<file path="config.mk">
export PLATFORM = sky130hd
export DESIGN_NAME = mac_result_drain_flat
export DESIGN_NICKNAME = d
export VERILOG_FILES = /design/src/rtl/mac_result_drain_if.sv /design/src/rtl/mac_result_drain.sv /design/src/flat_wrapper.sv
export SDC_FILE = /design/constraint.sdc
export NUM_CORES = 1
export LEC_CHECK = 0
export CORE_ASPECT_RATIO = 0.9
export CORE_MARGIN = 1.5
export CORE_UTILIZATION = 43
export DETAILED_ROUTE_END_ITERATION = 8
export MAX_ROUTING_LAYER = met4
export PLACE_DENSITY = 0.7
export SKIP_LAST_GASP = 1
export SYNTH_ARGS = -nofsm -noshare
export SYNTH_HDL_FRONTEND = slang
export SYNTH_SLANG_ARGS = --single-unit
</file>
<file path="constraint.sdc">
create_clock -name clk -period 3.2 [get_ports clk]
set_input_delay 0.48 -clock clk [delete_from_list [all_inputs] [get_ports clk]]
set_output_delay 0.48 -clock clk [all_outputs]
set_load 0.01 [all_outputs]
</file>
<file path="src/rtl/mac_result_drain_if.sv">
// ---------------------------------------------------------------------------
// mac_result_drain_if
// Bundles every non-clock, non-reset signal of mac_result_drain.
//
// Handshake semantics (all valid/ready pairs in this bundle):
//   A transfer happens on a rising clk edge where both valid and ready are 1.
//   A producer holding valid=1 keeps its payload stable until the transfer.
//   Valid never waits on ready; ready may depend on valid.
//
// Signal groups
//   block2host_val/rdy          : readout start handshake with the MAC unit
//   start_reading_result_matrix : informational acknowledge from the MAC unit
//   ext_*_c                     : C-SRAM read port (data returns 1 cycle after re)
//   done_reading_result_matrix  : single-cycle readout-complete pulse
//   out_val/rdy/data/last       : output element stream
//   busy                        : drain is not idle
//   dbg_state                   : drain FSM state (IDLE=0 READ=1 FLUSH=2 DONE=3)
//
// Modports
//   master : the drain block
//   slave  : the environment (MAC unit, C-SRAM, downstream consumer)
// ---------------------------------------------------------------------------
interface mac_result_drain_if #(
  parameter int M  = 4,
  parameter int N  = 4,
  parameter int DW = 66
);
  localparam int RW = $clog2(M);
  localparam int CW = $clog2(N);

  logic          block2host_val;
  logic          block2host_rdy;
  logic          start_reading_result_matrix;
  logic [RW-1:0] ext_row_addr_c;
  logic [CW-1:0] ext_col_addr_c;
  logic          ext_matrix_c_re;
  logic [DW-1:0] ext_data_out_c;
  logic          done_reading_result_matrix;
  logic          out_val;
  logic          out_rdy;
  logic [DW-1:0] out_data;
  logic          out_last;
  logic          busy;
  logic [1:0]    dbg_state;

  modport master (
    input  block2host_val, start_reading_result_matrix, ext_data_out_c, out_rdy,
    output block2host_rdy, ext_row_addr_c, ext_col_addr_c, ext_matrix_c_re,
           done_reading_result_matrix, out_val, out_data, out_last, busy, dbg_state
  );

  modport slave (
    output block2host_val, start_reading_result_matrix, ext_data_out_c, out_rdy,
    input  block2host_rdy, ext_row_addr_c, ext_col_addr_c, ext_matrix_c_re,
           done_reading_result_matrix, out_val, out_data, out_last, busy, dbg_state
  );
endinterface

</file>
<file path="src/rtl/mac_result_drain.sv">
// ---------------------------------------------------------------------------
// mac_result_drain
// Drains the MAC result matrix C: after the start handshake it walks C in
// row-major order issuing C-SRAM reads, buffers returned words in a small
// credit-controlled FIFO, streams them out with a last flag and pulses
// done_reading_result_matrix once the last element has been accepted.
//
// Ports
//   clk      : clock
//   resetn   : asynchronous active-low reset
//   bus      : mac_result_drain_if.master (handshakes, SRAM port, out stream)
//   checksum : XOR of the elements popped in the current readout
//              (present only with MAC_RESULT_DRAIN_CHECKSUM_EN defined)
//
// Optional feature macro: MAC_RESULT_DRAIN_CHECKSUM_EN
// ---------------------------------------------------------------------------
module mac_result_drain #(
  parameter int M                        = 4,
  parameter int N                        = 4,
  parameter int K                        = 4,
  parameter int DATA_WIDTH_INIT_MATRIX   = 32,
  parameter int DATA_WIDTH_RESULT_MATRIX = DATA_WIDTH_INIT_MATRIX*2 + $clog2(K),
  parameter int FIFO_DEPTH               = 2
) (
  input  logic                                clk,
  input  logic                                resetn,
  mac_result_drain_if.master                  bus
`ifdef MAC_RESULT_DRAIN_CHECKSUM_EN
  ,
  output logic [DATA_WIDTH_RESULT_MATRIX-1:0] checksum
`endif
);
  localparam int DW  = DATA_WIDTH_RESULT_MATRIX;
  localparam int RW  = $clog2(M);
  localparam int CW  = $clog2(N);
  localparam int AW  = $clog2(FIFO_DEPTH);
  localparam int AW1 = AW + 1;

  typedef enum logic [1:0] {S_IDLE = 2'd0, S_READ = 2'd1, S_FLUSH = 2'd2, S_DONE = 2'd3} state_e;

  state_e        state_q, state_d;
  logic [RW-1:0] row_q, row_d;
  logic [CW-1:0] col_q, col_d;
  logic          inflight_q, inflight_d;
  logic          inflight_last_q, inflight_last_d;
  logic [DW:0]   mem_q [FIFO_DEPTH];   // {last, data}
  logic [DW:0]   mem_d [FIFO_DEPTH];
  logic [AW-1:0] wr_ptr_q, wr_ptr_d;
  logic [AW-1:0] rd_ptr_q, rd_ptr_d;
  logic [AW:0]   count_q, count_d;

  logic          fifo_nonempty, push, pop, can_issue, at_last, start_readout;
  logic          re, done;
  logic [DW:0]   head;
  logic          unused_start_ack;

  assign unused_start_ack = bus.start_reading_result_matrix;

  assign head          = mem_q[rd_ptr_q];
  assign fifo_nonempty = (count_q != '0);
  assign pop           = fifo_nonempty && bus.out_rdy;
  assign push          = inflight_q;
  // Credit: words buffered plus the read in flight, minus the one leaving now.
  assign can_issue     = (int'(count_q) + int'(inflight_q) - int'(pop)) < FIFO_DEPTH;
  assign at_last       = (row_q == RW'(M-1)) && (col_q == CW'(N-1));
  assign start_readout = (state_q == S_IDLE) && bus.block2host_val && resetn;

  always_comb begin
    state_d         = state_q;
    row_d           = row_q;
    col_d           = col_q;
    inflight_d      = 1'b0;
    inflight_last_d = 1'b0;
    mem_d           = mem_q;
    wr_ptr_d        = wr_ptr_q;
    rd_ptr_d        = rd_ptr_q;
    count_d         = count_q;
    re              = 1'b0;
    done            = 1'b0;

    case (state_q)
      S_IDLE: begin
        if (start_readout) begin
          state_d = S_READ;
          row_d   = '0;
          col_d   = '0;
        end
      end
      S_READ: begin
        if (can_issue) begin
          re              = 1'b1;
          inflight_d      = 1'b1;
          inflight_last_d = at_last;
          if (at_last) begin
            // Counters park at 0 so the next readout also starts at (0,0).
            row_d   = '0;
            col_d   = '0;
            state_d = S_FLUSH;
          end else if (col_q == CW'(N-1)) begin
            col_d = '0;
            row_d = row_q + 1'b1;
          end else begin
            col_d = col_q + 1'b1;
          end
        end
      end
      S_FLUSH: begin
        if (pop && head[DW]) state_d = S_DONE;
      end
      S_DONE: begin
        done    = 1'b1;
        state_d = S_IDLE;
      end
      default: state_d = S_IDLE;
    endcase

    if (push) begin
      mem_d[wr_ptr_q] = {inflight_last_q, bus.ext_data_out_c};
      wr_ptr_d        = wr_ptr_q + 1'b1;
    end
    if (pop) rd_ptr_d = rd_ptr_q + 1'b1;

    case ({push, pop})
      2'b10:   count_d = count_q + 1'b1;
      2'b01:   count_d = count_q - 1'b1;
      default: count_d = count_q;
    endcase
  end

  always_ff @(posedge clk or negedge resetn) begin
    if (!resetn) begin
      state_q         <= S_IDLE;
      row_q           <= '0;
      col_q           <= '0;
      inflight_q      <= 1'b0;
      inflight_last_q <= 1'b0;
      wr_ptr_q        <= '0;
      rd_ptr_q        <= '0;
      count_q         <= '0;
      for (int i = 0; i < FIFO_DEPTH; i++) mem_q[i] <= '0;
    end else begin
      state_q         <= state_d;
      row_q           <= row_d;
      col_q           <= col_d;
      inflight_q      <= inflight_d;
      inflight_last_q <= inflight_last_d;
      wr_ptr_q        <= wr_ptr_d;
      rd_ptr_q        <= rd_ptr_d;
      count_q         <= count_d;
      mem_q           <= mem_d;
    end
  end

  // The credit rule must make a push into a full FIFO impossible.
  assert property (@(posedge clk) disable iff (!resetn)
    !(push && !pop && (count_q == AW1'(FIFO_DEPTH))));

  // Ready is gated by resetn so it reads 0 while reset is held.
  assign bus.block2host_rdy             = (state_q == S_IDLE) && resetn;
  assign bus.ext_row_addr_c             = row_q;
  assign bus.ext_col_addr_c             = col_q;
  assign bus.ext_matrix_c_re            = re;
  assign bus.done_reading_result_matrix = done;
  assign bus.out_val                    = fifo_nonempty;
  // Head is masked when empty so the stream outputs read 0 after reset.
  assign bus.out_data                   = fifo_nonempty ? head[DW-1:0] : '0;
  assign bus.out_last                   = fifo_nonempty && head[DW];
  assign bus.busy                       = (state_q != S_IDLE);
  assign bus.dbg_state                  = state_q;

`ifdef MAC_RESULT_DRAIN_CHECKSUM_EN
  logic [DW-1:0] checksum_q, checksum_d;

  always_comb begin
    checksum_d = checksum_q;
    if (start_readout)  checksum_d = '0;
    else if (pop)       checksum_d = checksum_q ^ head[DW-1:0];
  end

  always_ff @(posedge clk or negedge resetn) begin
    if (!resetn) checksum_q <= '0;
    else         checksum_q <= checksum_d;
  end

  assign checksum = checksum_q;
`endif
endmodule

</file>
<file path="src/flat_wrapper.sv">
// flat-port wrapper written by rule: the top's interface ports become plain ports
module mac_result_drain_flat 
#(
  parameter int M                        = 4,
  parameter int N                        = 4,
  parameter int K                        = 4,
  parameter int DATA_WIDTH_INIT_MATRIX   = 32,
  parameter int DATA_WIDTH_RESULT_MATRIX = DATA_WIDTH_INIT_MATRIX*2 + $clog2(K),
  parameter int FIFO_DEPTH               = 2
)
  (clk, resetn, bus_block2host_val, bus_start_reading_result_matrix, bus_ext_data_out_c, bus_out_rdy, bus_block2host_rdy, bus_ext_row_addr_c, bus_ext_col_addr_c, bus_ext_matrix_c_re, bus_done_reading_result_matrix, bus_out_val, bus_out_data, bus_out_last, bus_busy, bus_dbg_state);
  mac_result_drain_if #(.M(M), .N(N), .DW((66))) bus_i ();
  input  logic clk;
  input  logic resetn;
  input wire logic [$bits(bus_i.block2host_val)-1:0] bus_block2host_val;
  input wire logic [$bits(bus_i.start_reading_result_matrix)-1:0] bus_start_reading_result_matrix;
  input wire logic [$bits(bus_i.ext_data_out_c)-1:0] bus_ext_data_out_c;
  input wire logic [$bits(bus_i.out_rdy)-1:0] bus_out_rdy;
  output wire logic [$bits(bus_i.block2host_rdy)-1:0] bus_block2host_rdy;
  output wire logic [$bits(bus_i.ext_row_addr_c)-1:0] bus_ext_row_addr_c;
  output wire logic [$bits(bus_i.ext_col_addr_c)-1:0] bus_ext_col_addr_c;
  output wire logic [$bits(bus_i.ext_matrix_c_re)-1:0] bus_ext_matrix_c_re;
  output wire logic [$bits(bus_i.done_reading_result_matrix)-1:0] bus_done_reading_result_matrix;
  output wire logic [$bits(bus_i.out_val)-1:0] bus_out_val;
  output wire logic [$bits(bus_i.out_data)-1:0] bus_out_data;
  output wire logic [$bits(bus_i.out_last)-1:0] bus_out_last;
  output wire logic [$bits(bus_i.busy)-1:0] bus_busy;
  output wire logic [$bits(bus_i.dbg_state)-1:0] bus_dbg_state;
  assign bus_i.block2host_val = bus_block2host_val;
  assign bus_i.start_reading_result_matrix = bus_start_reading_result_matrix;
  assign bus_i.ext_data_out_c = bus_ext_data_out_c;
  assign bus_i.out_rdy = bus_out_rdy;
  assign bus_block2host_rdy = bus_i.block2host_rdy;
  assign bus_ext_row_addr_c = bus_i.ext_row_addr_c;
  assign bus_ext_col_addr_c = bus_i.ext_col_addr_c;
  assign bus_ext_matrix_c_re = bus_i.ext_matrix_c_re;
  assign bus_done_reading_result_matrix = bus_i.done_reading_result_matrix;
  assign bus_out_val = bus_i.out_val;
  assign bus_out_data = bus_i.out_data;
  assign bus_out_last = bus_i.out_last;
  assign bus_busy = bus_i.busy;
  assign bus_dbg_state = bus_i.dbg_state;
  mac_result_drain #(.M(M), .N(N), .K(K), .DATA_WIDTH_INIT_MATRIX(DATA_WIDTH_INIT_MATRIX), .DATA_WIDTH_RESULT_MATRIX(DATA_WIDTH_RESULT_MATRIX), .FIFO_DEPTH(FIFO_DEPTH)) u_core (.clk(clk), .resetn(resetn), .bus(bus_i));
endmodule
</file>
==> impl_results.md, run 1 <==
- Via count: 4403
- Post-synthesis average cell area: roughly 13 sq um
- Row count: 43
- Crit path max fanout: 4
- CTS tree: done
- Core Box Area: between 15000 and 20000 sq um
- Die area: 16600 sq um
- Initial Utilization: 44.1%
- Post-synth cell types: 37
- Post-DP HPWL: 9270 microns
- GPL Wtd Cong: 0.750
- I/O pin count: 149
- Ys flop type: dfrtp_1
- Postcts setup bufs: 0
- Post-synth EDFFs: 0
- Crit path largest cell delay: 0.42 ns
- DR vias/cell: 5.04
- FILL cells: 1259
- Layout area overhead: 32.9%
- Final net count: 743
- Wire length per cell: 16.4 microns
- Max-Cap Viols: 0
- Seq/Total Area, Yosys: between 50% and 60%
- CP Depth: 9
- Pleak: between 4 and 5 nW
- Worst-margin pin slew: between 1 and 1.5 ns
- Die Wd: ~140 microns
- Worst-path clk slew: 0.06 ns
- Largest net degree at the start of global routing: 89
- Clock skew: approximately 0.0064 ns
- Final hold vios: 0
- CTS HTree Levels: 4
- Worst slew margin: 26.4%
- Most frequent CP cell: ha_1
- Crit-path cells: ha_1, inv_1, ha_1, inv_1, ha_1, ha_1, nand2b_1, a21boi_2, dlygate4sd2_1
- Setup TNS: 0 ns
- Post-Syn Nets: 597
- RSZ-0062 raised after global routing: false
- Worst setup SP type: flop
- TritonCTS buffer count: 17
- Final setup vio count: 0
- Die Span Y: roughly 120 microns
- Most common cell after layout, fill and taps aside: clkdlybuf4s50_1
- Area of the multi-input gates: between 2000 and 3000 sq um
- Final worst setup slack: 0.234 ns
- Worst slack at placement: between 0.15 and 0.2 ns
- Synthesized instance count: 512
- P per Cell Area: 1130 nW/um^2
- First-pass GRT wire length: 23900 microns
- Number of global-route vias before repair: 4782
- Worst r2r path cells: 10
- Worst IR drop on VDD: between 0.5 and 0.6 mV
- Synth Register Bits: between 100 and 150
- Register area: about 3700 sq um
- Port Buffer Count: 147
- CTS sink cnt: 146
- Clock Tree Buf Depth: 2
- Post-synth ARST share: 100%
- Worst setup EP type: primary output
- Antenna diodes: 0
- Outcome: finished clean
- CP max stage cell: dfrtp_2
- Buffer and inverter count on the worst path: 3
- WL final: 14300 microns
- Root Driver: clkbuf_16
- Antenna violations before repair: 0
- Critical path class: flop to primary output
- Final Critical Period: 2.97 ns
- Worst hold path class: primary input to asynchronous set/reset pin
- YS warnings: 0
- Share of post-route cells with drive strength above 1: 19.1%
- Max frequency: approximately 340 MHz
- DR pass1 iterations: 5
- Total GRT Usage: 19.2%
- Syn Std Cell Area: 6820 sq um
- Remaining global-route overflow: 0
- Initial DRC count: 152
- Crit path max-delay family: adder cells
- Final Cycle Share: 92.7%
- Max Slew Vio Count: 0
- Crit path DAT: 2.49 ns
- WP data required: 2.72 ns
- Post-route ant nets: 0
- # DRC: 0
- Most frequent cells in the layout: clkdlybuf4s50_1 (145), dfrtp_1 (144), mux2_2 (74), nor2_1 (70), mux2i_1 (67)
- Worst-Skew Late Latency: 0.42 ns
## final cells by class
| cell class | instances | area share, % |
|---|---|---|
| multi-input combinational | 327 | 32.6 |
| sequential | 146 | 40.4 |
| timing repair buffer | 156 | 17.1 |
| tap | 202 | 2.79 |
| clock inverter | 13 | 1.78 |
| inverter | 10 | 0.414 |
| clock buffer | 19 | 4.89 |
## through the flow
stage	std cells	instance area (sq um)	hold slack, ns	utilization [%]	total power, mW
global placement	841	8460	0.466	54.8	8.19
detailed placement	841	8460	0.475	54.8	8.38
floorplan	512	6820	0.184	-	6.22
global route	873	9060	0.278	58.7	11.0
CTS	873	9060	0.232	58.7	10.4
finish	873	9060	0.218	58.7	10.3
## kinds of logic after synthesis
kind of cell             count (synthesis)  share of synthesized area [%]
multiplexers                           202                           32.1
XOR/XNOR                                 5                          0.643
buffers and inverters                   39                           3.32
flip-flops                             146                           53.6
adder cells (fa/ha/maj)                 14                           2.68
AND/OR/NAND/NOR                         92                           5.75
AO/OA/AOI/OAI                           14                           1.85
## Yosys cell counts, types with 2 or more instances
library cell  instances  area [sq um]
nand2b_1              2          12.5
nand2_1               5          18.8
mux2_1               61           687
and3b_1               2          17.5
nor2_1               71           267
mux2_2               74           833
buf_2                13          65.1
buf_6                 5          56.3
inv_2                 2          7.51
o21ai_0               5          25.0
ha_1                 13           163
buf_4                 7          52.6
clkbuf_1              4          15.0
dfrtp_1             146          3650
xnor2_1               4          35.0
inv_1                 8          30.0
mux2i_1              67           671
nand3_1               3          15.0
nor2b_1               2          12.5
## sequential cells by signal, indices dropped and copies added, names as in the netlist
signal	flops
u_core.wr_ptr_q	1
u_core.rd_ptr_q	1
u_core.count_q	2
u_core.bus.dbg_state	2
u_core.inflight_last_q	1
u_core.bus.ext_row_addr_c	2
u_core.inflight_q	1
u_core.mem_q	134
u_core.bus.ext_col_addr_c	2
## worst paths after layout
check                      slack (ns)                                        to                          start
min in group clk                 0.48             u_core.mem_q[121]$_DFFE_PN0P_  u_core.mem_q[121]$_DFFE_PN0P_
min                              0.22  u_core.bus.ext_col_addr_c[0]$_DFFE_PN0P_                         resetn
max in group asynchronous        2.04               u_core.rd_ptr_q$_DFFE_PN0P_                         resetn
min reg2reg                      0.48             u_core.mem_q[121]$_DFFE_PN0P_  u_core.mem_q[121]$_DFFE_PN0P_
max reg2reg                      0.86       u_core.bus.dbg_state[1]$_DFFE_PN0P_    u_core.inflight_q$_DFF_PN0_
max                              0.23                       bus_ext_matrix_c_re    u_core.inflight_q$_DFF_PN0_
## timing repair
item                       4_1_cts  5_1_grt
hold buffers                     0        0
setup endpoints to repair        1        0
resized for setup                2        0
## routing by layer
metal / track usage [%] / wire, microns / share of wire (%)
met5: - / 0 / 0
met4: 6.92 / 265 / 1.9
met3: 3.92 / 478 / 3.3
met2: 31.9 / 7180 / 50
met1: 23.3 / 6400 / 45
## report_power, final
group	switching [mW]	internal [mW]
clock network	0.764	1.24
logic	2.18	2.80
registers	0.493	2.79
Note: power is estimated with default switching activity, not from simulation.
==> run 2: changes to the inputs <==
--- a/config.mk
+++ b/config.mk
@@ -7,11 +7,13 @@
 export LEC_CHECK = 0
 export CORE_ASPECT_RATIO = 0.9
 export CORE_MARGIN = 1.5
-export CORE_UTILIZATION = 43
+export CORE_UTILIZATION = 40
+export CTS_CLUSTER_SIZE = 40
 export DETAILED_ROUTE_END_ITERATION = 8
 export MAX_ROUTING_LAYER = met4
-export PLACE_DENSITY = 0.7
+export PLACE_DENSITY = 0.66
 export SKIP_LAST_GASP = 1
+export SLEW_MARGIN = 10
 export SYNTH_ARGS = -nofsm -noshare
 export SYNTH_HDL_FRONTEND = slang
 export SYNTH_SLANG_ARGS = --single-unit
==> impl_results.md, run 2 (synthesized netlist as in run 1, its figures left out) <==
- Setup slack, reg-to-reg: 0.83 ns (-0.03 ns)
- Max-Cap Viols: 0 (unchanged)
- Antenna diodes: 0 (unchanged)
- Total GRT Usage: 17.9% (-1.2 points)
- WL final: 14500 microns (+1.3%)
- DR pass1 iterations: 4 (-1)
- Die Span Y: 127 microns (+3.6%)
- Share of post-route cells with drive strength above 1: 19.2% (+0.15 points)
- Max frequency: 338 MHz (+0.39%)
- Clock Tree Buf Depth: 2 (unchanged)
- Worst r2r path cells: 10 (unchanged)
- Wire length per cell: 16.5 microns (+0.31%)
- Initial Utilization: 40.6% (-3.5 points)
- Final net count: 744 (+0.13%)
- CTS sink cnt: 146 (unchanged)
- Reg2Reg Capture Point: u_core.bus.dbg_state[1]$_DFFE_PN0P_
- Worst setup SP type: flop
- Row count: 45 (+4.7%)
- Crit path max fanout: 4 (unchanged)
- Final setup vio count: 0 (unchanged)
- Final hold slack: -0.0109 ns (-0.229 ns)
- Largest net degree at the start of global routing: 68 (-24%)
- Largest register FFs: 134 (unchanged)
- Final Critical Period: 2.95 ns (-0.0114 ns)
- WP data required: 2.72 ns (about the same)
- Via count: 4440 (+0.84%)
- Layout area overhead: 33.5%
- Outcome: complete, but fails checks
- Final worst setup slack: 0.246 ns (+0.0114 ns)
- Post-route ant nets: 0 (unchanged)
- TritonCTS buffer count: 17 (unchanged)
- Final Cycle Share: 92.3% (-0.36 points)
- CTS tree: done
- P per Cell Area: 1130 nW/um^2 (about the same)
- Most frequent cells in the layout: clkdlybuf4s50_1 (145), dfrtp_1 (144), mux2_2 (74), nor2_1 (70), mux2i_1 (67)
- Pleak: 4.02 nW (+0.37%)
- Die area: 17800 sq um (+7.3%)
- Worst slack at placement: 0.169 ns (+0.0165 ns)
- Worst IR drop on VDD: 0.585 mV (-0.68%)
- Violated checks: negative hold slack
- R2r startpoint: u_core.inflight_q$_DFF_PN0_
- Initial DRC count: 158 (+3.9%)
- Overall power: 10.3 mW (+0.39%)
- GPL Wtd Cong: 0.759 (+1.2%)
- Worst-Skew Late Latency: 0.41 ns (about the same)
- Critical path class: flop to primary output
- Worst-margin pin slew: 1.01 ns (-0.0966 ns)
- Clock skew: 0.00631 ns (-0.0000486 ns)
- Number of global-route vias before repair: 4905 (+2.6%)
- Post-DP HPWL: 9600 microns (+3.5%)
- Worst hold path class: primary input to asynchronous set/reset pin
- I/O pin count: 149 (unchanged)
- Largest register by flop count: u_core.mem_q
- First-pass GRT wire length: 24400 microns (+2.2%)
- Root Driver: clkbuf_16
- Die Wd: 141 microns (+3.6%)
- Worst slew margin: 32.9% (+6.4 points)
- Remaining global-route overflow: 0 (unchanged)
- RSZ-0062 raised after global routing: false
- Most common cell after layout, fill and taps aside: clkdlybuf4s50_1
- CTS HTree Levels: 4 (unchanged)
- DR vias/cell: 5.03 (-0.19%)
- Setup TNS: 0 ns (unchanged)
- # DRC: 0 (unchanged)
- Core Box Area: 16800 sq um (+8.7%)
- Worst setup EP type: primary output
- Port Buffer Count: 147 (unchanged)
- FILL cells: 1399 (+11%)
- Cts hold-fix bufs: 0 (unchanged)
- Worst-path clk slew: 0.06 ns (about the same)
- Max Slew Vio Count: 0 (unchanged)
- Antenna violations before repair: 0 (unchanged)
- Final hold vios: 6 (+6)
- Crit path DAT: 2.47 ns (-0.02 ns)
-- run 2: through the flow --
stage               std cells  area [sq um]  hold slack, ns  util (%)
floorplan                 512          6820           0.184         -
CTS                       882          9100          0.0100      54.2
global placement          850          8480           0.439      50.5
global route              882          9100         0.00453      54.2
finish                    882          9100         -0.0109      54.2
detailed placement        850          8480           0.461      50.5
-- run 2: worst max path at each step --
stage,depth (start not counted),from,to
after CTS,9,u_core.inflight_q$_DFF_PN0_,bus_ext_matrix_c_re
final,9,u_core.inflight_q$_DFF_PN0_,bus_ext_matrix_c_re
after detailed placement,8,bus_out_rdy,bus_ext_matrix_c_re
after global routing,9,u_core.inflight_q$_DFF_PN0_,bus_ext_matrix_c_re
after floorplan,10,u_core.count_q[0]$_DFFE_PN0P_,u_core.bus.dbg_state[1]$_DFFE_PN0P_
after global placement,8,bus_out_rdy,bus_ext_matrix_c_re
-- run 2: final cells by class --
class                      instances  area, sq um  share of cell area, %
multi-input combinational        327         2960                   32.5
inverter                          10         37.5                  0.413
tap                              211          264                   2.90
clock inverter                    12          158                   1.73
clock buffer                      19          453                   4.98
sequential                       146         3660                   40.2
timing repair buffer             157         1570                   17.3
-- run 2: power by group --
part / leakage, nW / internal [mW] / total (mW) / switching (mW)
Sequential: 1.73 / 2.79 / 3.35 / 0.564
Clock: 0.291 / 1.27 / 2.02 / 0.752
Combinational: 1.99 / 2.82 / 4.94 / 2.12
-- run 2: repair_timing --
item                                    in CTS  in global routing
endpoints found under the setup margin       1                  0
endpoints found under the hold margin        0                  0
buffers inserted                             1                  0
gates resized for setup                      2                  0
-- run 2: per-layer routing --
metal	GRT usage, %	routed length, microns	up-vias
met1	21.2	6300	2263
met2	30.8	7590	86
met4	4.66	133	0
met5	-	0	-
li1	-	-	2077
met3	4.45	489	14
-- run 2: critical path, cell delays in order (launching register included) --
cell and delay (ns):
dfrtp_2 0.43, ha_1 0.19, inv_1 0.08, ha_1 0.28
inv_1 0.04, ha_1 0.17, ha_1 0.19, nand2b_1 0.19
a21boi_2 0.20, dlygate4sd2_1 0.29
==> run 3: changes to the inputs <==
--- a/config.mk
+++ b/config.mk
@@ -5,7 +5,6 @@
 export SDC_FILE = /design/constraint.sdc
 export NUM_CORES = 1
 export LEC_CHECK = 0
-export CORE_ASPECT_RATIO = 0.9
 export CORE_MARGIN = 1.5
 export CORE_UTILIZATION = 40
 export CTS_CLUSTER_SIZE = 40
==> impl_results.md, run 3 (synthesized netlist as in run 1, its figures left out) <==
- WL final: 14500 microns (about the same)
- Number of global-route vias before repair: 4663 (-4.9%)
- Die Wd: 134 microns (-5.0%)
- Buffer and inverter count on the worst path: 3 (unchanged)
- Final net count: 744 (unchanged)
- Outcome: finished clean
- Crit path DAT: 2.45 ns (-0.02 ns)
- Via count: 4438 (-0.045%)
- Clock Tree Buf Depth: 2 (unchanged)
- Initial Utilization: 41.0% (+0.33 points)
- I/O pin count: 149 (unchanged)
- Most frequent CP cell: ha_1
- Root Driver: clkbuf_16
- Worst-margin pin slew: 1.05 ns (+0.0426 ns)
- Worst setup SP type: flop
- Crit path max-delay family: adder cells
- Die Span Y: 134 microns (+5.3%)
- Final Critical Period: 2.93 ns (-0.0195 ns)
- Total GRT Usage: 17.6% (-0.30 points)
- Antenna diodes: 0 (unchanged)
- Post-route ant nets: 0 (unchanged)
- Worst-Skew Late Latency: 0.42 ns (about the same)
- CTS sink cnt: 146 (unchanged)
- Worst slew margin: 30.0% (-2.8 points)
- Worst hold path class: flop to flop
- Largest register FFs: 134 (unchanged)
- Most common cell after layout, fill and taps aside: clkdlybuf4s50_1
- # DRC: 0 (unchanged)
- Most frequent cells in the layout: clkdlybuf4s50_1 (145), dfrtp_1 (144), mux2_2 (74), nor2_1 (70), mux2i_1 (67)
- CTS HTree Levels: 4 (unchanged)
- CTS tree: done
- First-pass GRT wire length: 23600 microns (-3.2%)
- Worst IR drop on VDD: 0.639 mV (+9.2%)
- Int Power: 6.72 mW (-2.1%)
- DR vias/cell: 4.99 (-0.83%)
- Share of the core filled with cells: 54.3% (+0.061 points)
- Max Slew Vio Count: 0 (unchanged)
- Combinational power share: 49.6% (+1.7 points)
- Layout area overhead: 32.5%
- Clock skew: 0.00572 ns (-0.000590 ns)
- Remaining global-route overflow: 0 (unchanged)
- Clk network pwr share: 18.1% (-1.5 points)
- DR pass1 iterations: 4 (unchanged)
- Largest register by flop count: u_core.mem_q
- Initial DRC count: 185 (+17%)
- Switch share: 33.5% (+0.19 points)
- Sequential cell fraction of total power: 32.2% (-0.3 points)
- Max-Cap Viols: 0 (unchanged)
- Final Cycle Share: 91.7% (-0.61 points)
- RSZ-0062 raised after global routing: false
- Critical path class: flop to primary output
- Worst setup EP type: primary output
- Largest net degree at the start of global routing: 69 (+1.5%)
- Crit-path cells: ha_1, inv_1, ha_1, inv_1, ha_1, ha_1, nand2b_1, a21boi_2, dlygate4sd2_1
- WP data required: 2.72 ns (about the same)
- Die area: 17800 sq um (about the same)
- P per Cell Area: 1120 nW/um^2 (-1.2%)
- CP max stage cell: dfrtp_2
- Crit path max fanout: 4 (unchanged)
- TritonCTS buffer count: 17 (unchanged)
- Share of post-route cells with drive strength above 1: 18.5% (-0.69 points)
- Crit path largest cell delay: 0.42 ns (about the same)
- Worst-path clk slew: 0.06 ns (about the same)
- Post-DP HPWL: 9350 microns (-2.6%)
- Wire length per cell: 16.3 microns (-0.74%)
- Final setup vio count: 0 (unchanged)
- Final hold vios: 0 (-6)
- GPL Wtd Cong: 0.807 (+6.3%)
- Setup TNS: 0 ns (unchanged)
- Antenna violations before repair: 0 (unchanged)
- Port Buffer Count: 147 (unchanged)
- Row count: 47 (+4.4%)
- Pleak: 3.99 nW (-0.61%)
- Max frequency: 341 MHz (+0.66%)
- Switch Pwr: 3.39 mW (-1.3%)
- Core Box Area: 16600 sq um (-0.81%)
-- run 3: changes by cell type in the layout (fill, tap and decap cells not counted), sizes merged --
cell         delta
dlygate4sd3     +1
inv             -1
clkbuf          +4
clkinvlp        -2
clkinv          -1
bufinv          -2
buf             -1
-- run 3: cell type report --
| cell class | count | area (sq um) |
|---|---|---|
| Fill cell | 1406 | 7610 |
| Inverter | 10 | 37.5 |
| Timing Repair Buffer | 157 | 1560 |
| Sequential cell | 146 | 3660 |
| Tap cell | 220 | 275 |
| Clock inverter | 6 | 57.6 |
| Clock buffer | 23 | 488 |
| Multi-Input combinational cell | 327 | 2960 |
-- run 3: worst paths after layout --
path / to / cells past startpoint / startpoint / slack, ns
worst max-delay path: bus_ext_matrix_c_re / 9 / u_core.inflight_q$_DFF_PN0_ / 0.27
worst min-delay path: u_core.mem_q[119]$_DFFE_PN0P_ / 1 / u_core.mem_q[119]$_DFFE_PN0P_ / 0.48
worst max register to register: u_core.bus.dbg_state[1]$_DFFE_PN0P_ / 10 / u_core.inflight_q$_DFF_PN0_ / 0.86
worst min register to register: u_core.mem_q[119]$_DFFE_PN0P_ / 1 / u_core.mem_q[119]$_DFFE_PN0P_ / 0.48
max in group asynchronous: u_core.mem_q[108]$_DFFE_PN0P_ / 3 / resetn / 1.55
min in group asynchronous: u_core.mem_q[60]$_DFFE_PN0P_ / 2 / resetn / 0.55
-- run 3: layer usage --
metal	routed length [microns]	global-route usage, %
met1	6180	20.4
met2	7460	29.7
met4	389	7.13
met5	0	-
met3	495	4.07
-- run 3: power by group through the flow --
stage          combinational, mW  sequential [mW]  clock, mW
2_1_floorplan               3.06             3.16          0
3_3_place_gp                4.98             3.22          0
3_5_place_dp                5.08             3.30          0
4_1_cts                     5.11             3.26       1.88
5_1_grt                     5.43             3.38       1.97
6_report                    5.02             3.26       1.83
-- run 3: timing repair --
action | CTS | global route
hold buffers | 1 | 0
buffers inserted | 1 | 0
setup endpoints to repair | 1 | 0
resized for setup | 2 | 0
hold endpoints to repair | 40 | 0
-- run 3: metrics by stage --
step / instance area, sq um / instances / setup WS (ns) / hold WS [ns] / power, mW
after CTS: 9030 / 889 / 0.243 / 0.486 / 10.3
final: 9030 / 889 / 0.265 / 0.480 / 10.1
after floorplan: 6820 / 512 / 0.951 / 0.184 / 6.22
after detailed placement: 8470 / 858 / 0.168 / 0.436 / 8.38
after global routing: 9030 / 889 / 0.114 / 0.497 / 10.8
after global placement: 8470 / 858 / 0.199 / 0.430 / 8.20
==> variant: new RTL, settings of run 2 <==
`M` is set to 4 in 3 places; all go to 2.
--- a/src/rtl/mac_result_drain_if.sv
+++ b/src/rtl/mac_result_drain_if.sv
@@ -22,5 +22,5 @@
 // ---------------------------------------------------------------------------
 interface mac_result_drain_if #(
-  parameter int M  = 4,
+  parameter int M  = 2,
   parameter int N  = 4,
   parameter int DW = 66
--- a/src/rtl/mac_result_drain.sv
+++ b/src/rtl/mac_result_drain.sv
@@ -16,5 +16,5 @@
 // ---------------------------------------------------------------------------
 module mac_result_drain #(
-  parameter int M                        = 4,
+  parameter int M                        = 2,
   parameter int N                        = 4,
   parameter int K                        = 4,
--- a/src/flat_wrapper.sv
+++ b/src/flat_wrapper.sv
@@ -2,5 +2,5 @@
 module mac_result_drain_flat 
 #(
-  parameter int M                        = 4,
+  parameter int M                        = 2,
   parameter int N                        = 4,
   parameter int K                        = 4,
Interface: changed (resized bus_ext_row_addr_c); port bits go from 149 to 148. The function was not compared with the original's and may differ.
==> variant against run 2 <==
  * The flow finishes with violations (design-rule violations)
  * Sequential share of layout area about the same
  * Design area down 0.80%
  * Wire length grew 0.67%
  * Count of clock-buffer cells in the layout increased by 4
  * Sequential cell count fell by 1
  * Fmax up 0.20%
  * Area after synthesis fell by 1.4%
  * Setup slack improved by 0.0060 ns
  * Total power up 0.13%
  * Largest power group unchanged
  * Highest routed layer unchanged
==> variant: results (changes against run 2) <==
multi-input combinational area share -> 32.2% (-0.24 points)
grt met2 use -> 29.6% (-1.2 points)
final-stage net count -> 737 (-0.94%)
DP HPWL -> 9.51 mm (-0.85%)
Reg2Reg Setup Slack -> 0.84 ns
CP Data Arrival Time -> 2.47 ns (about the same)
post-synthesis cell type count -> 32 (-14%)
Reg2Reg Launch Point -> u_core.count_q[0]
M1 WL -> 6.45 mm (+2.3%)
failing checks -> design-rule violations
#MultiIn Comb -> 322 (-1.5%)
Clock-cell share -> 6.75% (+0.040 points)
grt met3 use -> 4.18% (-0.27 points)
GRT Util Overall -> 18.1% (+0.11 points)
Post-Syn Nets -> 590 (-1.2%)
post-DR wirelength/cell -> 16.7 um (+1.6%)
clkbuf count -> 23 (+4)
top cells by count, synth -> 145 x dfrtp_1, 134 x mux2_2, 75 x nor2_1, 67 x mux2i_1, 16 x buf_2
vias in the first global route -> 4,855 (-1.0%)
final setup skew -> 0.00903 ns (+0.00272 ns)
Synth area leaders -> dfrtp_1 54%, mux2_2 22%, mux2i_1 10%
first-pass GRT wire length -> 24.0 mm (-1.6%)
Syn Inst Count -> 507 (-0.98%)
Vias -> 4,368 (-1.6%)
met1 Use GR -> 22.0% (+0.82 points)
Crit path largest cell delay -> 0.45 ns (+0.02 ns)
DR vias/cell -> 5.00 (-0.72%)
Signal buf overhead -> 17.4% (+0.14 points)
fill count -> 1,352 (-3.4%)
Slew Limit Headroom -> 33.9% (+1.0 points)
WL met3 -> 704 um (+44%)
DR pass1 iterations -> 6 (+2)
pin count of the biggest net entering global routing -> 71 (+4.4%)
sequential power -> 3360 uW (about the same)
Post-CTS Setup Repair Bufs -> 0 (-1)
Seq/Total Area, Yosys -> 54.0% (+0.39 points)
DR WL met2 -> 7.27 mm (-4.3%)
status -> finished, violations left
initial DRC count -> 205 (+30%)
sequential cells -> 145 (-0.68%)
Largest register FFs -> 134 (unchanged)
DRC -> 10 (+10)
register area -> 3630 sq um (-0.68%)
Max FO, Critical Path -> 5 (+1)
placed insts -> 841 (-1.1%)
==> variant: cell count changes after synthesis, moves of 4 or more <==
cell	run 2	this run
mux2_1	61	0
mux2_2	74	134
buf_4	7	3
nor2_1	71	75
==> variant: per-stage QoR <==
stage	instance area (sq um)	hold WS [ns]	setup WS, ns
after CTS	9020	0.495	0.224
after detailed placement	8410	0.374	0.216
after floorplan	6720	0.184	0.880
final	9020	0.503	0.252
after global placement	8410	0.372	0.234
after global routing	9020	0.511	0.0984
==> variant: kinds of logic after synthesis <==
kind of cell | Yosys count | synth area share [%]
simple gates | 92 | 5.62
fa+ha+maj | 12 | 2.35
buf+inv | 40 | 3.03
xor+xnor | 5 | 0.652
mux | 202 | 32.7
compound gates | 11 | 1.69
flops | 145 | 54.0
==> variant: what timing repair did <==
| action | 4_1_cts | 5_1_grt |
|---|---|---|
| hold buffers | 1 | 0 |
| gates resized for setup | 2 | 0 |
| hold endpoints to repair | 23 | 0 |
| setup endpoints to repair | 1 | 0 |
==> variant: how the worst max path moves through the flow <==
stage	start	endpoint	slack, ns	depth (start not counted)
6_report	u_core.count_q[0]	bus_ext_matrix_c_re	0.25	9
5_1_grt	u_core.count_q[0]	bus_ext_matrix_c_re	0.1	9
4_1_cts	u_core.count_q[0]	bus_ext_matrix_c_re	0.22	9
3_5_place_dp	bus_out_rdy	bus_ext_matrix_c_re	0.22	8
3_3_place_gp	bus_out_rdy	bus_ext_matrix_c_re	0.23	8
2_1_floorplan	u_core.count_q[0]	bus_ext_matrix_c_re	0.88	8
==> variant: worst register-to-register path: stages, from the launching register on <==
cell	delay (ns)
dfrtp_2	0.45
ha_1	0.21
inv_1	0.08
ha_1	0.27
inv_1	0.04
ha_1	0.17
ha_1	0.20
nand4b_1	0.23
o311ai_4	0.14
nand3_2	0.15
mux2_4	0.32
